===== config.mk =====
export PLATFORM = sky130hd
export DESIGN_NAME = ps2io
export DESIGN_NICKNAME = d
export VERILOG_FILES = /design/src/rtl/ps2io_pkg.sv /design/src/rtl/ps2_rx.sv /design/src/rtl/ps2io.sv
export SDC_FILE = /design/constraint.sdc
export NUM_CORES = 1
export LEC_CHECK = 0
export ABC_CLOCK_PERIOD_IN_PS = 5990
export BUFFER_PORTS_ARGS = -buffer_cell sky130_fd_sc_hd__buf_4
export CORE_AREA = 2 2 133 70
export DETAILED_ROUTE_END_ITERATION = 10
export DIE_AREA = 0 0 135 72
export PLACE_DENSITY = 0.83
export SLEW_MARGIN = 10
export SYNTH_ARGS = -nofsm -noshare
export SYNTH_HDL_FRONTEND = slang
export SYNTH_HIERARCHICAL = 1
export SYNTH_SLANG_ARGS = --single-unit

===== constraint.sdc =====
create_clock -name clk -period 5.99 [get_ports clk]
set_input_delay 0.8985 -clock clk [delete_from_list [all_inputs] [get_ports clk]]
set_output_delay 0.8985 -clock clk [all_outputs]
set_load 0.01 [all_outputs]

===== src/rtl/ps2io_pkg.sv =====
// Shared definitions for the PS/2 keyboard receiver: register map, bit
// positions and the receiver state encoding.
`timescale 1ns/1ps
package ps2io_pkg;
  localparam logic [1:0] REG_DATA   = 2'd0;
  localparam logic [1:0] REG_STATUS = 2'd1;
  localparam logic [1:0] REG_CTRL   = 2'd2;
  localparam logic [1:0] REG_COUNT  = 2'd3;

  localparam int ST_NE   = 0;
  localparam int ST_FULL = 1;
  localparam int ST_OVR  = 2;
  localparam int ST_PERR = 3;
  localparam int ST_FERR = 4;
  localparam int ST_IRQ  = 7;

  localparam int CT_IRQ_EN = 0;
  localparam int CT_RX_EN  = 1;
  localparam int CT_FLUSH  = 7;

  typedef enum logic [1:0] {IDLE, DATA, PARITY, STOP} rx_state_t;
endpackage


===== src/rtl/ps2_rx.sv =====
// PS/2 frame deserialiser: synchronises the lines, detects falling clock
// edges and assembles start/8 data/odd parity/stop frames into bytes.
`timescale 1ns/1ps
module ps2_rx
  import ps2io_pkg::*;
#(
  parameter int TIMEOUT_CYCLES = 2000
) (
  input  logic       clk,
  input  logic       rst,
  input  logic       rx_en,
  input  logic       ps2clk,
  input  logic       ps2dat,
  output logic [7:0] data_byte,
  output logic       byte_valid,
  output logic       parity_err_pulse,
  output logic       frame_err_pulse
);
  localparam int TW = $clog2(TIMEOUT_CYCLES + 1);
  localparam logic [TW-1:0] TMO_LAST = TW'(TIMEOUT_CYCLES - 1);

  logic [1:0]    clk_sync, dat_sync;
  logic          clk_prev, fall, dat;
  rx_state_t     state;
  logic [2:0]    bit_cnt;
  logic [7:0]    shreg;
  logic          par;
  logic [TW-1:0] tmo;

  // Lines idle high, so the synchroniser resets to 1 to avoid a false edge.
  always_ff @(posedge clk or posedge rst) begin
    if (rst) begin
      clk_sync <= 2'b11;
      dat_sync <= 2'b11;
      clk_prev <= 1'b1;
    end else begin
      clk_sync <= {clk_sync[0], ps2clk};
      dat_sync <= {dat_sync[0], ps2dat};
      clk_prev <= clk_sync[1];
    end
  end

  assign fall = clk_prev & ~clk_sync[1];
  assign dat  = dat_sync[1];

  always_ff @(posedge clk or posedge rst) begin
    if (rst) begin
      state            <= IDLE;
      bit_cnt          <= '0;
      shreg            <= '0;
      par              <= 1'b0;
      tmo              <= '0;
      data_byte        <= '0;
      byte_valid       <= 1'b0;
      parity_err_pulse <= 1'b0;
      frame_err_pulse  <= 1'b0;
    end else begin
      byte_valid       <= 1'b0;
      parity_err_pulse <= 1'b0;
      frame_err_pulse  <= 1'b0;
      if (!rx_en) begin
        state <= IDLE;
        tmo   <= '0;
      end else if (fall) begin
        tmo <= '0;
        case (state)
          IDLE: if (!dat) begin
            state   <= DATA;
            bit_cnt <= '0;
          end
          DATA: begin
            shreg   <= {dat, shreg[7:1]};
            bit_cnt <= bit_cnt + 1'b1;
            if (bit_cnt == 3'd7) state <= PARITY;
          end
          PARITY: begin
            par   <= dat;
            state <= STOP;
          end
          STOP: begin
            state <= IDLE;
            if (!dat) frame_err_pulse <= 1'b1;
            else if (!(^{par, shreg})) parity_err_pulse <= 1'b1;
            else begin
              data_byte  <= shreg;
              byte_valid <= 1'b1;
            end
          end
          default: state <= IDLE;
        endcase
      end else if (state != IDLE) begin
        // A stalled keyboard must not wedge the receiver mid-frame.
        if (tmo == TMO_LAST) begin
          state           <= IDLE;
          tmo             <= '0;
          frame_err_pulse <= 1'b1;
        end else begin
          tmo <= tmo + 1'b1;
        end
      end
    end
  end
endmodule


===== src/rtl/ps2io.sv =====
// Bus-mapped PS/2 receiver: receive FIFO, DATA/STATUS/CTRL/COUNT registers,
// deferred pop on read and level irq.
`timescale 1ns/1ps
module ps2io
  import ps2io_pkg::*;
#(
  parameter int FIFO_DEPTH     = 8,
  parameter int TIMEOUT_CYCLES = 2000
) (
  input  logic       clk,
  input  logic       rst,
  input  logic [1:0] AD,
  input  logic [7:0] DI,
  output logic [7:0] DO,
  input  logic       rw,
  input  logic       cs,
  output logic       irq,
  input  logic       ps2clk,
  input  logic       ps2dat
);
  localparam int AW = $clog2(FIFO_DEPTH);
  localparam logic [AW:0] DEPTH_C = (AW+1)'(FIFO_DEPTH);

  logic [7:0]    mem [FIFO_DEPTH];
  logic [AW-1:0] wr_ptr, rd_ptr;
  logic [AW:0]   count;
  logic          irq_en, rx_en, ovr, perr, ferr, rd_q;
  logic [7:0]    rx_byte;
  logic          rx_valid, rx_perr, rx_ferr;
  logic          empty, full, wr, wr_stat, rd_acc, flush, pop, push, ovr_set;
  logic [7:0]    status;
  logic          unused_di;

  ps2_rx #(.TIMEOUT_CYCLES(TIMEOUT_CYCLES)) u_rx (
    .clk              (clk),
    .rst              (rst),
    .rx_en            (rx_en),
    .ps2clk           (ps2clk),
    .ps2dat           (ps2dat),
    .data_byte        (rx_byte),
    .byte_valid       (rx_valid),
    .parity_err_pulse (rx_perr),
    .frame_err_pulse  (rx_ferr)
  );

  assign empty   = (count == '0);
  assign full    = (count == DEPTH_C);
  assign wr      = cs & ~rw;
  assign wr_stat = wr & (AD == REG_STATUS);
  assign rd_acc  = cs & rw & (AD == REG_DATA);
  assign flush   = wr & (AD == REG_CTRL) & DI[CT_FLUSH];
  // Pop once the access has ended so DO holds steady for the whole read.
  assign pop     = rd_q & ~rd_acc & ~empty & ~flush;
  assign push    = rx_valid & (~full | pop) & ~flush;
  assign ovr_set = rx_valid & full & ~pop & ~flush;
  assign unused_di = ^DI[6:5];

  always_ff @(posedge clk) begin
    if (push) mem[wr_ptr] <= rx_byte;
  end

  always_ff @(posedge clk or posedge rst) begin
    if (rst) begin
      wr_ptr <= '0;
      rd_ptr <= '0;
      count  <= '0;
      rd_q   <= 1'b0;
      irq_en <= 1'b0;
      rx_en  <= 1'b1;
      ovr    <= 1'b0;
      perr   <= 1'b0;
      ferr   <= 1'b0;
      irq    <= 1'b0;
    end else begin
      rd_q <= rd_acc & ~empty;
      irq  <= irq_en & (~empty | ovr | perr | ferr);
      if (flush) begin
        wr_ptr <= '0;
        rd_ptr <= '0;
        count  <= '0;
      end else begin
        if (push) wr_ptr <= wr_ptr + 1'b1;
        if (pop)  rd_ptr <= rd_ptr + 1'b1;
        if (push && !pop)      count <= count + 1'b1;
        else if (pop && !push) count <= count - 1'b1;
      end
      if (wr && AD == REG_CTRL) begin
        irq_en <= DI[CT_IRQ_EN];
        rx_en  <= DI[CT_RX_EN];
      end
      // A new event in the same cycle as a clear wins, so it is never lost.
      ovr  <= ovr_set | (ovr  & ~(wr_stat & DI[ST_OVR]));
      perr <= rx_perr | (perr & ~(wr_stat & DI[ST_PERR]));
      ferr <= rx_ferr | (ferr & ~(wr_stat & DI[ST_FERR]));
    end
  end

  always_comb begin
    status          = '0;
    status[ST_NE]   = ~empty;
    status[ST_FULL] = full;
    status[ST_OVR]  = ovr;
    status[ST_PERR] = perr;
    status[ST_FERR] = ferr;
    status[ST_IRQ]  = irq;
  end

  always_comb begin
    DO = '0;
    case (AD)
      REG_DATA:   DO = empty ? 8'h00 : mem[rd_ptr];
      REG_STATUS: DO = status;
      REG_CTRL:   DO = {6'b0, rx_en, irq_en};
      REG_COUNT:  DO = 8'(count);
      default:    DO = '0;
    endcase
  end
endmodule


==> results of run 1 <==
-- layer usage --
metal  global-route usage [%]  share of wire [%]
met1                    32.92                 40
met2                    44.05                 50
met3                    10.20                8.7
met4                    11.69                1.2
met5                        0                  0
-- registers in the layout, indices dropped and copies added, names as in the netlist --
name,cells
u_rx/bit_cnt,3
rx_en,1
irq_en,1
perr,1
ovr,1
mem,64
u_rx/frame_err_pulse,1
count,4
u_rx/data_byte,8
u_rx/byte_valid,1
rd_q,1
irq,1
wr_ptr,3
rd_ptr,3
u_rx/shreg,8
u_rx/clk_sync,2
u_rx/state,2
u_rx/tmo,11
u_rx/parity_err_pulse,1
u_rx/par,1
ferr,1
u_rx/clk_prev,1
u_rx/dat_sync,2
-- worst paths after layout --
path                                              endpoint  depth (start not counted)  slack, ns
max in group asynchronous       u_rx/dat_sync[0]$_DFF_PP1_                          3       4.95
worst min-delay path            u_rx/dat_sync[1]$_DFF_PP1_                          0       0.35
min in group asynchronous                   ferr$_DFF_PP0_                          2       0.60
worst min register to register  u_rx/dat_sync[1]$_DFF_PP1_                          0       0.35
worst max register to register        count[3]$_DFFE_PP0P_                          8       3.33
worst max-delay path                                 DO[1]                          4       2.44
-- area by class of cell --
| class | instances | area [µm²] | area share, % |
|---|---|---|---|
| Clock buffer | 17 | 425.4 | 6.710 |
| Clock inverter | 15 | 152.6 | 2.408 |
| Inverter | 11 | 41.29 | 0.6513 |
| Multi-Input combinational cell | 232 | 2021 | 31.87 |
| Sequential cell | 122 | 3381 | 53.33 |
| Tap cell | 117 | 146.4 | 2.309 |
| Timing Repair Buffer | 23 | 172.7 | 2.724 |
-- power breakdown --
part,internal (mW),switching [mW]
Clock,0.610,0.378
Combinational,0.179,0.155
Sequential,0.914,0.111
-- cells in the mapped netlist (4+ instances only) --
cell type | n | area (µm²)
mux4_2 | 16 | 360.4
edfxtp_1 | 64 | 1922
nand2_1 | 30 | 112.6
mux2_2 | 23 | 259.0
or3_1 | 6 | 37.54
xnor2_1 | 6 | 52.55
nand3_1 | 8 | 40.04
o21ai_0 | 14 | 70.07
a21oi_1 | 15 | 75.07
nand4_1 | 4 | 25.02
dfrtp_1 | 52 | 1301
buf_2 | 5 | 25.02
nor2_1 | 20 | 75.07
mux2i_1 | 11 | 110.1
inv_1 | 11 | 41.29
dfstp_2 | 6 | 157.7
xor2_1 | 4 | 35.03
ha_1 | 12 | 150.1
nand2b_1 | 4 | 25.02
-- kinds of logic (layout without fill, tap and decap cells) --
group	count (synthesis)	after routing	synth area share (%)
DFF	122	122	61.49
and+or+nand+nor	98	98	10.10
AOI/OAI and AO/OA	58	58	7.283
muxes	51	51	13.68
buffers and inverters	23	66	1.843
adders and majority gates	13	13	3.095
xor gates and xnor gates	12	12	2.503
==> results.py, run 1 <==
metrics = {
    "worst_setup_path": {
        "crit_slowest_cell": "dfrtp_1",
        "critPathMaxStageDelay_ns": 1.08,
        "crit_arrival_ns": 2.65,
        "worst_r2r_startpoint": "count[2]$_DFFE_PP0P_",
        "critical-path-top-delay-family": "flip-flops",
        "cp_cell_sequence": "mux4_2 -> mux2i_1 -> o221ai_1 -> buf_4",
        "setup.worst_path.end_class": "output port",
        "cp.buffers_inverters": 1,
        "worst_setup_path_start_kind": "flip-flop",
        "cp.required_ns": 5.09,
        "crit_type": "reg -> out",
        "worst_setup_startpoint": "rd_ptr[0]$_DFFE_PP0P_",
        "crit_fanout": 18,
    },
    "finish": {
        "antenna-diode-count": 0,
        "non_filler_cells_in_the_finished_layout": 537,
        "fillerInstances": 519,
        "fin_area_mm2": 0.006340,
        "areaGrowthSynthToFinish_pct": 15.32,
        "share_of_final_layout_standard_cells_stronger_than_drive_strength_1_pct": 27.38,
        "mostFrequentLayoutCell": "edfxtp_1",
        "finish.net_count": 436,
        "final_util_pct": 74.34,
        "most-common-layout-cells": "64 x edfxtp_1, 52 x dfrtp_1, 30 x nand2_1",
    },
    "floorplanning": {
        "core-area_mm2": 0.008528,
        "floorplan.io_pins": 25,
        "die_x_extent_um": 135,
        "fp.dieH_um": 72,
        "dieArea_mm2": 0.009720,
        "std_cell_rows": 24,
        "effective_utilization_at_floorplan_pct": 64.47,
    },
    "clock_network": {
        "cts.clk_slew.worst_paths_ns": 0.05,
        "postCtsSetupBuffers": 0,
        "holdBufCountCts": 0,
        "cts_root_buf": "clkbuf_16",
        "numCtsBuffers": 17,
        "clock-sinks": 122,
        "cts_max_path_buffers": 2,
        "post_cts_resize_count": 0,
        "clock_tree.htree_level_count": 4,
        "cts_tree": "yes",
        "clock_latency_on_the_worst_skew_pair_ns": 0.42,
    },
    "timing": {
        "max_freq_mhz": 281.6,
        "setup_tns_ns": 0,
        "rsz0062_at_grt": "no",
        "timing_hold_violations_final": 0,
        "final_min_period_over_clock_period_pct": 59.28,
        "post-route-min-period_ns": 3.551,
        "hold_ws_ns": 0.3548,
        "worst_pin_slew_ns": 1.111,
        "setup_slack_ns": 2.439,
        "clock_skews_ns": 0.01370,
        "timing.slew.headroom_pct": 25.90,
        "slew_viol_final": 0,
        "setup_viol": 0,
    },
    "place": {
        "place.port_buffers": 22,
        "numPlacedInstances": 505,
        "finalWeightedCongestion": 0.9211,
        "dp_hpwl_um": 7579,
        "placed_cell_area_mm2": 0.005762,
        "dpl_worst_slack_ns": 2.810,
    },
    "drt": {
        "avgRoutedWirePerCell_um": 22.15,
        "vias": 3369,
        "drc": 0,
        "ant_nets": 0,
        "detail_route.iter0.violations": 315,
        "route.final.wire_length_um": 11900,
        "detail_route.first_pass.iterations": 5,
        "routed_via_density": 6.274,
    },
    "synth": {
        "synthesis.area_mm2": 0.005498,
        "avgSynthCellArea_um2": 14.58,
        "netlist-cell-type-count": 66,
        "ys_seq_elements": 122,
        "synth.net_count": 406,
        "yosysSeqAreaShare_pct": 61.49,
        "synth_ff_type": "edfxtp_1",
        "ys_warn_count": 6,
        "synth_async_sr_flop_share_pct": 47.54,
        "synth_edf_count": 64,
        "synthesis.instances": 377,
    },
    "grt": {
        "wire_length_of_the_first_global_routing_pass_um": 18880,
        "overflow": 0,
        "first_global_vias": 3570,
        "grt_antenna_before_repair": 0,
        "pin_count_of_the_biggest_net_entering_global_routing": 42,
        "gr_usage_total_pct": 26.95,
    },
    "pwr": {
        "total_leakage_power_nw": 2.560,
        "finalPower_mw": 2.347,
        "powerDensity_mw_per_mm2": 370.2,
        "power.ir.vdd_worst_mv": 0.2553,
    },
    "job": {
        "max_cap_violations": 0,
    },
    "worst_hold_path": {
        "worst_min_delay_path_startpoint": "u_rx/dat_sync[0]$_DFF_PP1_",
        "holdCritPathClass": "reg -> reg",
    },
    "run_status": {
        "status": "finished, final reports clean",
    },
}
(Power assumes the default switching activity.)
==> run 2, diff against run 1 <==
- ABC_CLOCK_PERIOD_IN_PS: 5990 -> 3300
- CORE_AREA: 2 2 133 70 -> 2 2 138 73
- DIE_AREA: 0 0 135 72 -> 0 0 140 75
- PLACE_DENSITY: 0.83 -> 0.77
- clock period: 5.99 -> 3.3 ns (I/O delays scaled with it)
==> run 2 against run 1 <==
Effect of this change:
- non-clock buffer count grew 8
- first-iteration DRC count grew 1.6%
- utilization shrank 5.4 points
- largest cell class unchanged
- cell count grew 2.0%
- worst setup slack lost 2.0 ns
- clock skew shrank 0.0062 ns
- sequential power grew 77%
- sequential share of layout area shrank 0.18 points
- global-route usage shrank 3.0 points
- wire length shrank 6.3%
- critical path depth is the same
- power grew 79%
==> results.py, run 2 (same netlist as run 1, synthesis figures left out) <==
metrics = {
    "timing": {
        "setup_viol": 0,
        "max_freq_mhz": 354.8,
        "post-route-min-period_ns": 2.819,
        "timing.slew.headroom_pct": 46.17,
        "slew_viol_final": 0,
        "worst_pin_slew_ns": 0.8074,
        "rsz0062_at_grt": "no",
        "setup_tns_ns": 0,
        "timing_hold_violations_final": 0,
        "final_min_period_over_clock_period_pct": 85.41,
        "clock_skews_ns": 0.007537,
        "hold_ws_ns": 0.1827,
    },
    "worst_setup_path": {
        "critPathMaxStageDelay_ns": 0.72,
        "crit_fanout": 7,
        "setup.worst_path.end_class": "output port",
        "cp_cell_sequence": "or4_1 -> nand2_1 -> o221ai_1 -> buf_4",
        "cp.buffers_inverters": 1,
        "r2r.worst_path.cells": 8,
        "worst_setup_path_start_kind": "flip-flop",
        "crit_type": "reg -> out",
        "crit_arrival_ns": 2.32,
        "crit_slowest_cell": "or4_1",
        "critical-path-top-delay-family": "simple AND/OR/NAND/NOR gates",
        "timing.reg2reg.setup_slack_ns": 0.62,
        "worst_r2r_startpoint": "count[2]$_DFFE_PP0P_",
        "reg2reg_capture_point": "count[3]$_DFFE_PP0P_",
        "cp.required_ns": 2.80,
    },
    "clock_network": {
        "cts_max_path_buffers": 2,
        "postCtsSetupBuffers": 0,
        "cts.clk_slew.worst_paths_ns": 0.06,
        "cts_tree": "yes",
        "clock_tree.htree_level_count": 4,
        "clock_latency_on_the_worst_skew_pair_ns": 0.42,
        "cts_root_buf": "clkbuf_16",
        "holdBufCountCts": 0,
        "numCtsBuffers": 17,
        "clock-sinks": 122,
        "post_cts_resize_count": 0,
    },
    "floorplanning": {
        "core-area_mm2": 0.009228,
        "die_x_extent_um": 140,
        "effective_utilization_at_floorplan_pct": 59.58,
        "dieArea_mm2": 0.01050,
        "fp.dieH_um": 75,
        "std_cell_rows": 25,
        "floorplan.io_pins": 25,
    },
    "job": {
        "max_cap_violations": 0,
    },
    "finish": {
        "max_flop_register": "mem",
        "share_of_final_layout_standard_cells_stronger_than_drive_strength_1_pct": 26.70,
        "largestRegisters": "mem x64, u_rx/tmo x11",
        "final_util_pct": 68.94,
        "finish.net_count": 444,
        "most-common-layout-cells": "64 x edfxtp_1, 52 x dfrtp_1, 31 x buf_4",
        "mostFrequentLayoutCell": "edfxtp_1",
        "areaGrowthSynthToFinish_pct": 15.70,
        "largest_register_ff_count": 64,
        "antenna-diode-count": 0,
    },
    "grt": {
        "gr_usage_total_pct": 23.90,
        "pin_count_of_the_biggest_net_entering_global_routing": 42,
        "overflow": 0,
        "first_global_vias": 3422,
        "grt_antenna_before_repair": 0,
        "wire_length_of_the_first_global_routing_pass_um": 18180,
    },
    "pwr": {
        "power.share.combinational_pct": 16.0,
        "intPower_mw": 3.073,
        "p_switching_mw": 1.121,
        "powerDensity_mw_per_mm2": 659.2,
        "clock_power_share_pct": 40.9,
        "seq_power_share_pct": 43.1,
        "total_leakage_power_nw": 2.591,
        "power.switching_fraction_pct": 26.72,
        "finalPower_mw": 4.194,
        "power.ir.vdd_worst_mv": 0.4046,
    },
    "place": {
        "dp_hpwl_um": 7395,
        "finalWeightedCongestion": 0.8228,
        "place.port_buffers": 22,
    },
    "worst_hold_path": {
        "worst_min_delay_path_startpoint": "ps2dat",
        "holdCritPathClass": "in -> reg",
        "worst_hold_path.num_cells": 1,
        "timing.hold.worst_endpoint": "u_rx/dat_sync[0]$_DFF_PP1_",
    },
    "drt": {
        "ant_nets": 0,
        "avgRoutedWirePerCell_um": 20.34,
        "drc": 0,
        "route.final.wire_length_um": 11140,
        "vias": 3371,
        "detail_route.iter0.violations": 320,
        "detail_route.first_pass.iterations": 5,
        "routed_via_density": 6.151,
    },
    "run_status": {
        "status": "finished, final reports clean",
    },
}
==> run 2: per-layer routing <==
layer	vias to the layer above	global-route usage [%]	part of all wire, %
li1	1516	-	-
met1	1710	33.77	48
met2	130	35.14	43
met3	15	7.252	7.0
met4	0	10.77	1.4
met5	-	0	0
==> run 2: layout make-up <==
class / count / area (µm²)
fillers: 600 / 2867
well taps: 121 / 151.4
clock inverters: 13 / 110.1
repair buffers: 31 / 232.7
inverters: 11 / 41.29
multi-input cells: 232 / 2016
clock buffers: 18 / 429.2
flip-flops and latches: 122 / 3381
==> run 2: worst max path at each step <==
stage	end	slack, ns	from	depth (start not counted)
3_5_place_dp	count[3]$_DFFE_PP0P_	0.63	AD[0]	9
2_1_floorplan	count[1]$_DFFE_PP0P_	0.95	AD[0]	9
6_report	DO[1]	0.48	count[2]$_DFFE_PP0P_	4
5_1_grt	DO[1]	0.35	count[2]$_DFFE_PP0P_	4
3_3_place_gp	count[1]$_DFFE_PP0P_	0.71	AD[0]	9
4_1_cts	DO[1]	0.47	count[2]$_DFFE_PP0P_	4
==> run 2: power by group through the flow <==
| stage | Clock (mW) | Combinational, mW | Sequential [mW] |
|---|---|---|---|
| after floorplan | 0 | 0.566 | 1.75 |
| after global placement | 0 | 0.653 | 1.83 |
| after detailed placement | 0 | 0.673 | 1.83 |
| after CTS | 1.73 | 0.676 | 1.81 |
| after global routing | 1.79 | 0.742 | 1.82 |
| final | 1.72 | 0.671 | 1.81 |
==> run 2: worst register-to-register path: stages, from the launching register on <==
cell	delay (ns)
dfrtp_1	0.46
nor4_2	0.60
o31a_4	0.26
nand3_1	0.15
ha_1	0.40
nand3_1	0.11
and2_1	0.17
a22o_1	0.22
a211oi_1	0.22
==> run 2: per-stage QoR <==
| step | cell area [µm²] | setup WS (ns) | instances |
|---|---|---|---|
| 2_1_floorplan | 5498 | 0.9515 | 377 |
| 3_3_place_gp | 5822 | 0.7057 | 517 |
| 3_5_place_dp | 5822 | 0.6268 | 517 |
| 4_1_cts | 6361 | 0.4685 | 548 |
| 5_1_grt | 6361 | 0.3497 | 548 |
| 6_report | 6361 | 0.4815 | 548 |
